**src/rtl/cpu_pkg.sv**
```systemverilog
// Shared CPU pipeline definitions.
//   mem_state_t : memory-stage FSM states
//   DW_DEFAULT  : default data/address width
//   RW_DEFAULT  : default destination register index width
//   mem_wb_t    : MEM/WB pipeline register contents, shared with writeback
package cpu_pkg;

  localparam int DW_DEFAULT = 32;
  localparam int RW_DEFAULT = 4;

  typedef enum logic {
    IDLE = 1'b0,
    WAIT = 1'b1
  } mem_state_t;

  typedef struct packed {
    logic [DW_DEFAULT-1:0] result;
    logic                  wreg;
    logic [RW_DEFAULT-1:0] rd;
  } mem_wb_t;

endpackage

```
**src/rtl/mem_wb_reg.sv**
```systemverilog
// MEM/WB pipeline register.
//   clk, rst : clock, async active-high reset (clears to all-zero)
//   bubble   : load an all-zero entry (wreg=0) instead of d
//   d        : next MEM/WB contents
//   q        : registered MEM/WB contents
module mem_wb_reg
  import cpu_pkg::*;
(
  input  logic    clk,
  input  logic    rst,
  input  logic    bubble,
  input  mem_wb_t d,
  output mem_wb_t q
);

  // Bubbles are all-zero rather than "wreg cleared, rest kept" so that
  // result/rd stay deterministic when writeback is disabled.
  always_ff @(posedge clk or posedge rst) begin
    if (rst)         q <= '0;
    else if (bubble) q <= '0;
    else             q <= d;
  end

endmodule

```
**src/rtl/mem_stage.sv**
```systemverilog
// Memory-access pipeline stage.
// Takes the EX/MEM register outputs, performs loads/stores over a req/ack
// data-memory handshake, stalls upstream while memory is busy, aborts a
// request after TIMEOUT wait cycles, and drives the MEM/WB register.
//   clk, rst                : clock, async active-high reset
//   ex_alu_r                : ALU result / memory address
//   ex_wr_data              : store data
//   ex_wmem, ex_rmem        : store / load request (store wins if both)
//   ex_wreg, ex_rd          : writeback enable / destination
//   dm_req, dm_we           : memory request, 1 = write
//   dm_addr, dm_wdata       : memory address / write data
//   dm_ack, dm_rdata        : memory completion, read data (same cycle)
//   stall                   : freeze EX/MEM and upstream
//   wb_result, wb_wreg, wb_rd : MEM/WB register outputs
//   mem_err                 : one-cycle pulse on request timeout
// DW/RW overrides must match the widths of cpu_pkg::mem_wb_t.
module mem_stage
  import cpu_pkg::*;
#(
  parameter int DW      = DW_DEFAULT,
  parameter int RW      = RW_DEFAULT,
  parameter int TIMEOUT = 15
) (
  input  logic          clk,
  input  logic          rst,
  input  logic [DW-1:0] ex_alu_r,
  input  logic [DW-1:0] ex_wr_data,
  input  logic          ex_wmem,
  input  logic          ex_rmem,
  input  logic          ex_wreg,
  input  logic [RW-1:0] ex_rd,
  output logic          dm_req,
  output logic          dm_we,
  output logic [DW-1:0] dm_addr,
  output logic [DW-1:0] dm_wdata,
  input  logic          dm_ack,
  input  logic [DW-1:0] dm_rdata,
  output logic          stall,
  output logic [DW-1:0] wb_result,
  output logic          wb_wreg,
  output logic [RW-1:0] wb_rd,
  output logic          mem_err
);

  localparam int CW = $clog2(TIMEOUT + 1);

  mem_state_t    state, state_nxt;
  logic [CW-1:0] cnt, cnt_nxt;

  // Holding register: the in-flight op, captured at issue.
  logic          h_we;
  logic          h_wreg;
  logic [DW-1:0] h_addr;
  logic [DW-1:0] h_wdata;
  logic [RW-1:0] h_rd;

  logic    memop, in_wait, timeout_hit, bubble;
  mem_wb_t wb_d, wb_q;

  assign memop       = ex_wmem | ex_rmem;
  assign in_wait     = (state == WAIT);
  assign timeout_hit = in_wait & ~dm_ack & (cnt == CW'(TIMEOUT - 1));

  // Gating with rst drops the request the instant reset asserts, even if
  // a memop is still presented on the ex_* inputs.
  assign dm_req   = ~rst & (in_wait | memop);
  assign dm_we    = in_wait ? h_we    : ex_wmem;
  assign dm_addr  = in_wait ? h_addr  : ex_alu_r;
  assign dm_wdata = in_wait ? h_wdata : ex_wr_data;

  // The aborting cycle does not stall, so upstream moves past the
  // faulting instruction on the same edge it is dropped.
  assign stall = ~rst & ((~in_wait & memop & ~dm_ack) |
                         (in_wait & ~dm_ack & ~timeout_hit));

  // Next state / counter
  always_comb begin
    state_nxt = state;
    cnt_nxt   = cnt;
    case (state)
      IDLE: begin
        if (memop && !dm_ack) begin
          state_nxt = WAIT;
          cnt_nxt   = '0;
        end
      end
      WAIT: begin
        if (dm_ack || timeout_hit) state_nxt = IDLE;
        else                       cnt_nxt   = cnt + 1'b1;
      end
      default: state_nxt = IDLE;
    endcase
  end

  // MEM/WB next value: completion loads the result, any unfinished or
  // aborted memory cycle loads a bubble.
  always_comb begin
    bubble      = 1'b0;
    wb_d        = '0;
    wb_d.result = ex_alu_r;
    wb_d.wreg   = ex_wreg;
    wb_d.rd     = ex_rd;
    if (in_wait) begin
      if (dm_ack) begin
        wb_d.result = h_we ? h_addr : dm_rdata;
        wb_d.wreg   = h_wreg;
        wb_d.rd     = h_rd;
      end else begin
        bubble = 1'b1;
      end
    end else if (memop) begin
      if (dm_ack) wb_d.result = ex_wmem ? ex_alu_r : dm_rdata;
      else        bubble      = 1'b1;
    end
  end

  always_ff @(posedge clk or posedge rst) begin
    if (rst) begin
      state   <= IDLE;
      cnt     <= '0;
      h_we    <= 1'b0;
      h_wreg  <= 1'b0;
      h_addr  <= '0;
      h_wdata <= '0;
      h_rd    <= '0;
    end else begin
      state <= state_nxt;
      cnt   <= cnt_nxt;
      if (!in_wait && memop) begin
        h_we    <= ex_wmem;
        h_wreg  <= ex_wreg;
        h_addr  <= ex_alu_r;
        h_wdata <= ex_wr_data;
        h_rd    <= ex_rd;
      end
    end
  end

  always_ff @(posedge clk or posedge rst) begin
    if (rst) mem_err <= 1'b0;
    else     mem_err <= timeout_hit;
  end

  mem_wb_reg u_mem_wb (
    .clk    (clk),
    .rst    (rst),
    .bubble (bubble),
    .d      (wb_d),
    .q      (wb_q)
  );

  assign wb_result = wb_q.result;
  assign wb_wreg   = wb_q.wreg;
  assign wb_rd     = wb_q.rd;

endmodule
```
**config.mk**
```make
export PLATFORM = sky130hd
export DESIGN_NAME = mem_stage
export DESIGN_NICKNAME = d
export VERILOG_FILES = /design/src/rtl/cpu_pkg.sv /design/src/rtl/mem_wb_reg.sv /design/src/rtl/mem_stage.sv
export SDC_FILE = /design/constraint.sdc
export NUM_CORES = 1
export LEC_CHECK = 0
export ABC_AREA = 1
export BUFFER_PORTS_ARGS = -buffer_cell sky130_fd_sc_hd__buf_4
export CAP_MARGIN = 25
export CORE_ASPECT_RATIO = 1.2
export CORE_MARGIN = 1.5
export CORE_UTILIZATION = 30
export CTS_BUF_LIST = sky130_fd_sc_hd__clkbuf_4 sky130_fd_sc_hd__clkbuf_8
export DETAILED_ROUTE_END_ITERATION = 8
export SLEW_MARGIN = 0
export SYNTH_ARGS = -nofsm -noshare
export SYNTH_HDL_FRONTEND = slang
export SYNTH_SLANG_ARGS = --single-unit
```
**constraint.sdc**
```tcl
create_clock -name clk -period 10.6 [get_ports clk]
set_input_delay 1.06 -clock clk [delete_from_list [all_inputs] [get_ports clk]]
set_output_delay 1.06 -clock clk [all_outputs]
set_load 0.05 [all_outputs]
```
==> results of run 1 <==
sequential cells by signal, summed over array words and instances, names as in the netlist:
register    cells
u_mem_wb.q     37
h_addr         32
h_wdata        32
cnt             4
h_rd            4
h_we            1
h_wreg          1
in_wait         1
mem_err         1
power by group:
part	switching (mW)	internal [mW]	total (mW)
Sequential	0.0380	0.484	0.522
Combinational	0.310	0.136	0.445
Clock	0.182	0.317	0.499
cells in the final DEF, fill, tap and decap left out:
master / n
dfrtp_2: 1
clkinvlp_4: 3
clkbuf_4: 2
buf_12: 1
nand3_1: 54
a21oi_2: 1
nor2_1: 39
nand2_1: 278
ha_1: 2
clkbuf_8: 22
nand2_4: 1
o21ai_1: 6
nor2_4: 2
dfrtp_1: 111
dfrtp_4: 1
inv_2: 5
nand3_2: 2
inv_1: 163
a21oi_1: 44
inv_4: 1
bufinv_16: 5
nand4_1: 34
o21ai_0: 137
buf_4: 213
xnor2_1: 1
o21bai_1: 1
buf_8: 1
diode_2: 1
nand2_2: 2
cells by family (layout without fill, tap and decap cells):
group                    count (synthesis)  count (layout)  share of synthesized area (%)
buffers and inverters                  233             416                           15.0
AO/OA/AOI/OAI                          189             189                           14.6
adder cells (fa/ha/maj)                  2               2                          0.384
AND/OR/NAND/NOR                        412             412                           26.5
other                                    0               1                              0
flip-flops                             113             113                           43.4
XOR/XNOR                                 1               1                          0.134
metrics by stage:
step,setup slack [ps],std cells,total power [mW]
2_1_floorplan,6550,950,0.828
3_3_place_gp,7030,1369,0.974
3_5_place_dp,7330,1370,0.978
4_1_cts,6840,1402,1.48
5_1_grt,6640,1403,1.55
6_report,6920,1404,1.47
critical path, delay by kind of cell, from the launching register on:
kind,cells,cell delay (ps)
flops,1,930
compound gates,1,370
buf+inv,2,870
cell usage after synthesis:
master      n  area share (%)
nand2_1   279              16
inv_1     164             9.4
o21ai_0   137              11
dfrtp_1   113              43
nand3_1    55             4.2
a21oi_1    44             3.4
nor2_1     39             2.2
nand4_1    34             3.3
buf_2      31             2.4
clkbuf_1   22             1.3
buf_6       6             1.0
o21ai_1     6            0.46
buf_4       5            0.58
inv_2       5            0.29
ha_1        2            0.38
nor2_4      2            0.35
a21oi_2     1            0.13
nand2_2     1           0.096
nand2_4     1            0.17
nand3_2     1            0.15
o21bai_1    1            0.12
xnor2_1     1            0.13
worst paths after layout:
check	startpoint	end	slack (ps)	cells after the start
max reg2reg	in_wait$_DFF_PP0_	u_mem_wb.q[0]$_DFF_PP0_	7470	6
max	h_we$_DFFE_PP0P_	dm_we	6920	3
min	h_wdata[4]$_DFFE_PP0P_	h_wdata[4]$_DFFE_PP0P_	490	2
min reg2reg	h_wdata[4]$_DFFE_PP0P_	h_wdata[4]$_DFFE_PP0P_	490	2
min in group asynchronous	rst	h_wdata[8]$_DFFE_PP0P_	800	2
max in group asynchronous	rst	in_wait$_DFF_PP0_	8570	3
layer usage:
metal | GRT usage [%] | vias to the layer above
li1 | - | 3298
met1 | 23.7 | 2935
met2 | 30.3 | 251
met3 | 4.79 | 22
met4 | 6.41 | 0
met5 | 0 | -
area by class of cell:
class / instances / area, um^2 / share of cell area, %
antenna: 1 / 2.50 / 0.0289
clock buffer: 24 / 318 / 3.67
clock inverter: 8 / 173 / 1.99
inverter: 169 / 637 / 7.35
multi-input combinational: 604 / 2730 / 31.5
sequential: 113 / 2830 / 32.7
tap: 270 / 338 / 3.90
timing repair buffer: 215 / 1630 / 18.9
==> results.sh, run 1 <==
export IMPL_outcome="finished, final reports clean"
export IMPL_grt_total_usage_pct=18.5
export IMPL_antenna_found_initial=1
export IMPL_root_buffer="clkbuf_8"
export IMPL_cts_hold_buffers=0
export IMPL_fmax_mhz=272
export IMPL_ctsHtreeMaxLevel=4
export IMPL_slowest_stage="dfrtp_2"
export IMPL_power_per_cell_area_mw_per_mm2=169
export IMPL_fin_skew_ps=12.3
export IMPL_detail_route_iter0_violations=424
export IMPL_avgSynthCellArea_um2=6.87
export IMPL_finalSetupTns_ps=0
export IMPL_dieArea_mm2=0.0226
export IMPL_maxSlewViolCount=0
export IMPL_path_max_fanout=45
export IMPL_report_final_hold_viol_count=0
export IMPL_grt_pass1_vias=6310
export IMPL_met1Wirelength_um=8950
export IMPL_slew_headroom_pct=43.3
export IMPL_maxUsedRoutingLayer="met4"
export IMPL_setup_viol=0
export IMPL_cts_made_buffers=17
export IMPL_crit_required_ps=9540
export IMPL_antenna_left=0
export IMPL_viasPerCell=4.63
export IMPL_grt_overflow=0
export IMPL_worstSetupPathType="flop to primary output"
export IMPL_clk_latency_ps=440
export IMPL_cts_resized=0
export IMPL_tightest_slew_ps=851
export IMPL_grt_setup_unrepaired="no"
export IMPL_drv_cap=0
export IMPL_num_rows=58
export IMPL_core_area_mm2=0.0211
export IMPL_drcViolationCount=0
export IMPL_grt_max_degree=75
export IMPL_yosysSeqAreaShare_pct=43.4
export IMPL_fin_hold_ws_ps=487
export IMPL_wl_met2_um=9600
export IMPL_synth_nets=1058
export IMPL_cts_sinks=113
export IMPL_cts_buffer_depth=2
export IMPL_die_x_um=138
export IMPL_drive_above_1_share_pct=23.2
export IMPL_vias=6506
export IMPL_dr_pass1_iters=7
export IMPL_fillCellCount=2198
export IMPL_ios=211
export IMPL_layout_min_cycle_time_ps=3680
export IMPL_hold_class="flop to flop"
export IMPL_placed_area_mm2=0.00815
export IMPL_gp_congestion=0.801
export IMPL_slowest_delay_ps=930
export IMPL_design_area_mm2=0.00866
export IMPL_cp_arrival_ps=2620
export IMPL_fp_dieH_um=165
export IMPL_area_growth_synth_to_final_pct=32.8
export IMPL_wl_met3_um=1670
export IMPL_cts_tree="built"
export IMPL_period_share_pct=34.7
export IMPL_grt_pass1_wl_um=32200
export IMPL_worst_setup_path_end_kind="primary output"
export IMPL_irDropWorstVdd_mv=0.0793
export IMPL_wl_per_cell_um=14.6
export IMPL_initial_core_util_pct=30.9
export IMPL_leakagePower_nw=4.67
export IMPL_drt_total_wl_um=20500
export IMPL_crit_path_cell_trace="inv_1 > o21ai_0 > buf_4"
export IMPL_yosys_warnings=0
export IMPL_final_core_util_pct=41.0
export IMPL_start_kind="flop"
export IMPL_synth_cells=950
export IMPL_dpl_hpwl_um=13800
export IMPL_cts_setup_buffers=0
export IMPL_portBuffers=210
export IMPL_synth_distinct_cells=22
export IMPL_synth_seq_cells=113
export IMPL_syn_area_mm2=0.00652
export IMPL_layout_nets=1228
export IMPL_path_clk_slew_ps=70
No activity file was read; power rests on OpenSTA's default activity.
==> run 2, diff against run 1 <==
==> constraint.sdc (replaced) <==
create_clock -name clk -period 3.65 [get_ports clk]
set_input_delay 0.365 -clock clk [delete_from_list [all_inputs] [get_ports clk]]
set_output_delay 0.365 -clock clk [all_outputs]
set_load 0.05 [all_outputs]
==> run 2 against run 1 <==
Via count rose by 1.8%. Critical endpoint unchanged. Global-route usage about the same. Combinational power grew to 3.0 times the previous value. Worst hold slack worse by 420 ps. Clock power is 140% higher.
==> results.sh, run 2 (synthesized netlist as in run 1, its figures left out) <==
export IMPL_outcome="finished, final reports clean"
export IMPL_power_switching_mw=1.60
export IMPL_drv_cap=0
export IMPL_period_share_pct=76.5
export IMPL_irDropWorstVdd_mv=0.268
export IMPL_fin_skew_ps=9.08
export IMPL_hold_class="input port to asynchronous set/reset pin"
export IMPL_seqCellArea_mm2=0.00283
export IMPL_crit_family="buffers and inverters"
export IMPL_biggestRegsByFlops="u_mem_wb.q: 37 flops, h_addr: 32 flops, h_wdata: 32 flops"
export IMPL_grt_use_met1_pct=22.6
export IMPL_slew_headroom_pct=42.4
export IMPL_start_kind="flop"
export IMPL_cts_buffer_depth=2
export IMPL_finalSetupTns_ps=0
export IMPL_initial_core_util_pct=30.9
export IMPL_vias=6620
export IMPL_slowest_stage="inv_1"
export IMPL_cts_resized=0
export IMPL_area_growth_synth_to_final_pct=32.0
export IMPL_cts_sinks=113
export IMPL_cp_arrival_ps=2430
export IMPL_placed_cells=1376
export IMPL_crit_path_cell_trace="buf_4 > inv_1 > o21ai_0 > buf_4"
export IMPL_drt_total_wl_um=20700
export IMPL_setup_viol=0
export IMPL_gp_congestion=0.799
export IMPL_grt_setup_unrepaired="no"
export IMPL_crit_required_ps=3280
export IMPL_seqPwrFrac_pct=37.0
export IMPL_drcViolationCount=0
export IMPL_root_buffer="clkbuf_8"
export IMPL_core_area_mm2=0.0211
export IMPL_viasPerCell=4.70
export IMPL_worstSetupPathType="flop to primary output"
export IMPL_antenna_found_initial=1
export IMPL_grt_pass1_wl_um=32300
export IMPL_largest_register="u_mem_wb.q"
export IMPL_fp_dieH_um=165
export IMPL_layout_min_cycle_time_ps=2790
export IMPL_antenna_left=0
export IMPL_maxSlewViolCount=0
export IMPL_p_int_mw=2.44
export IMPL_dp_slack_ps=1260
export IMPL_cts_tree="built"
export IMPL_layout_commonest_cell="nand2_1"
export IMPL_p_comb_share_pct=32.8
export IMPL_cts_setup_buffers=0
export IMPL_wl_per_cell_um=14.7
export IMPL_power_frac_clock_pct=30.2
export IMPL_grt_pass1_vias=6300
export IMPL_dpl_hpwl_um=14000
export IMPL_leakagePower_nw=4.65
export IMPL_layout_nets=1234
export IMPL_fillCellCount=2229
export IMPL_grt_max_degree=75
export IMPL_grt_busiest_layer="met2"
export IMPL_path_max_fanout=45
export IMPL_power_per_cell_area_mw_per_mm2=469
export IMPL_path_clk_slew_ps=80
export IMPL_largest_reg_flops=37
export IMPL_report_final_hold_viol_count=0
export IMPL_dr_pass1_iters=5
export IMPL_grt_overflow=0
export IMPL_detail_route_iter0_violations=454
export IMPL_cts_hold_buffers=0
export IMPL_fmax_mhz=358
export IMPL_fin_ws_ps=859
export IMPL_portBuffers=210
export IMPL_path_buf_inv=3
export IMPL_met3_usage_pct=5.52
export IMPL_worst_setup_path_end_kind="primary output"
export IMPL_clk_latency_ps=440
export IMPL_ctsHtreeMaxLevel=4
export IMPL_grt_total_usage_pct=18.5
export IMPL_tightest_slew_ps=863
export IMPL_layout_common_cells="nand2_1 (278), buf_4 (220), inv_1 (163)"
export IMPL_dieArea_mm2=0.0226
export IMPL_gr_usage_met2_pct=31.5
export IMPL_critPathMostFrequentCell="buf_4"
export IMPL_final_core_util_pct=40.8
export IMPL_final_cells=1410
export IMPL_drive_above_1_share_pct=23.6
export IMPL_ios=211
export IMPL_die_x_um=138
export IMPL_multi_input_area_mm2=0.00273
export IMPL_switching_share_pct=39.6
export IMPL_num_rows=58
export IMPL_slowest_delay_ps=570
export IMPL_cts_made_buffers=17
export IMPL_fin_hold_ws_ps=62.6
[run 2: cell types whose count changed in the layout (fill, tap and decap cells not counted)]
cell,previous run,this run
inv_6,0,3
clkbuf_4,2,0
buf_8,1,0
clkinvlp_4,3,4
bufinv_16,5,2
clkbuf_8,22,18
clkinv_2,0,1
clkinv_4,0,4
buf_4,213,220
[run 2: cell type report]
cell class	count	area share (%)
clock buffers	18	2.88
repair buffers	221	19.4
diodes	1	0.0291
flip-flops and latches	113	32.9
clock inverters	14	1.82
inverters	169	7.40
well taps	270	3.92
multi-input cells	604	31.6
[run 2: stage by stage]
stage	power, mW	cell area (um^2)
floorplan	2.41	6520
global placement	2.84	8180
detailed placement	2.85	8180
CTS	4.08	8590
global route	4.26	8610
finish	4.03	8610
[run 2: final timing paths]
check	from	endpoint	slack, ps	cells after the start
max reg2reg	in_wait$_DFF_PP0_	u_mem_wb.q[1]$_DFF_PP0_	1410	5
min	rst	cnt[2]$_DFFE_PP0P_	60	2
max	h_we$_DFFE_PP0P_	dm_we	860	4
max in group asynchronous	rst	u_mem_wb.q[15]$_DFF_PP0_	2750	3
min reg2reg	h_wdata[18]$_DFFE_PP0P_	h_wdata[18]$_DFFE_PP0P_	490	2
min in group clk	ex_alu_r[29]	h_addr[29]$_DFFE_PP0P_	150	3
[run 2: routing by layer]
metal  part of all wire (%)  wire, um  up-vias
met5                      0         0        -
met4                    1.3       261        0
met3                    8.9      1850       19
met2                     48      9980      272
met1                     42      8650     3013
li1                       -         -     3316
[run 2: power by group through the flow]
stage / Sequential, mW / Clock, mW / Combinational [mW]
after CTS: 1.49 / 1.25 / 1.33
after detailed placement: 1.52 / 0 / 1.33
final: 1.49 / 1.22 / 1.32
after floorplan: 1.65 / 0 / 0.752
after global placement: 1.52 / 0 / 1.32
after global routing: 1.51 / 1.31 / 1.44
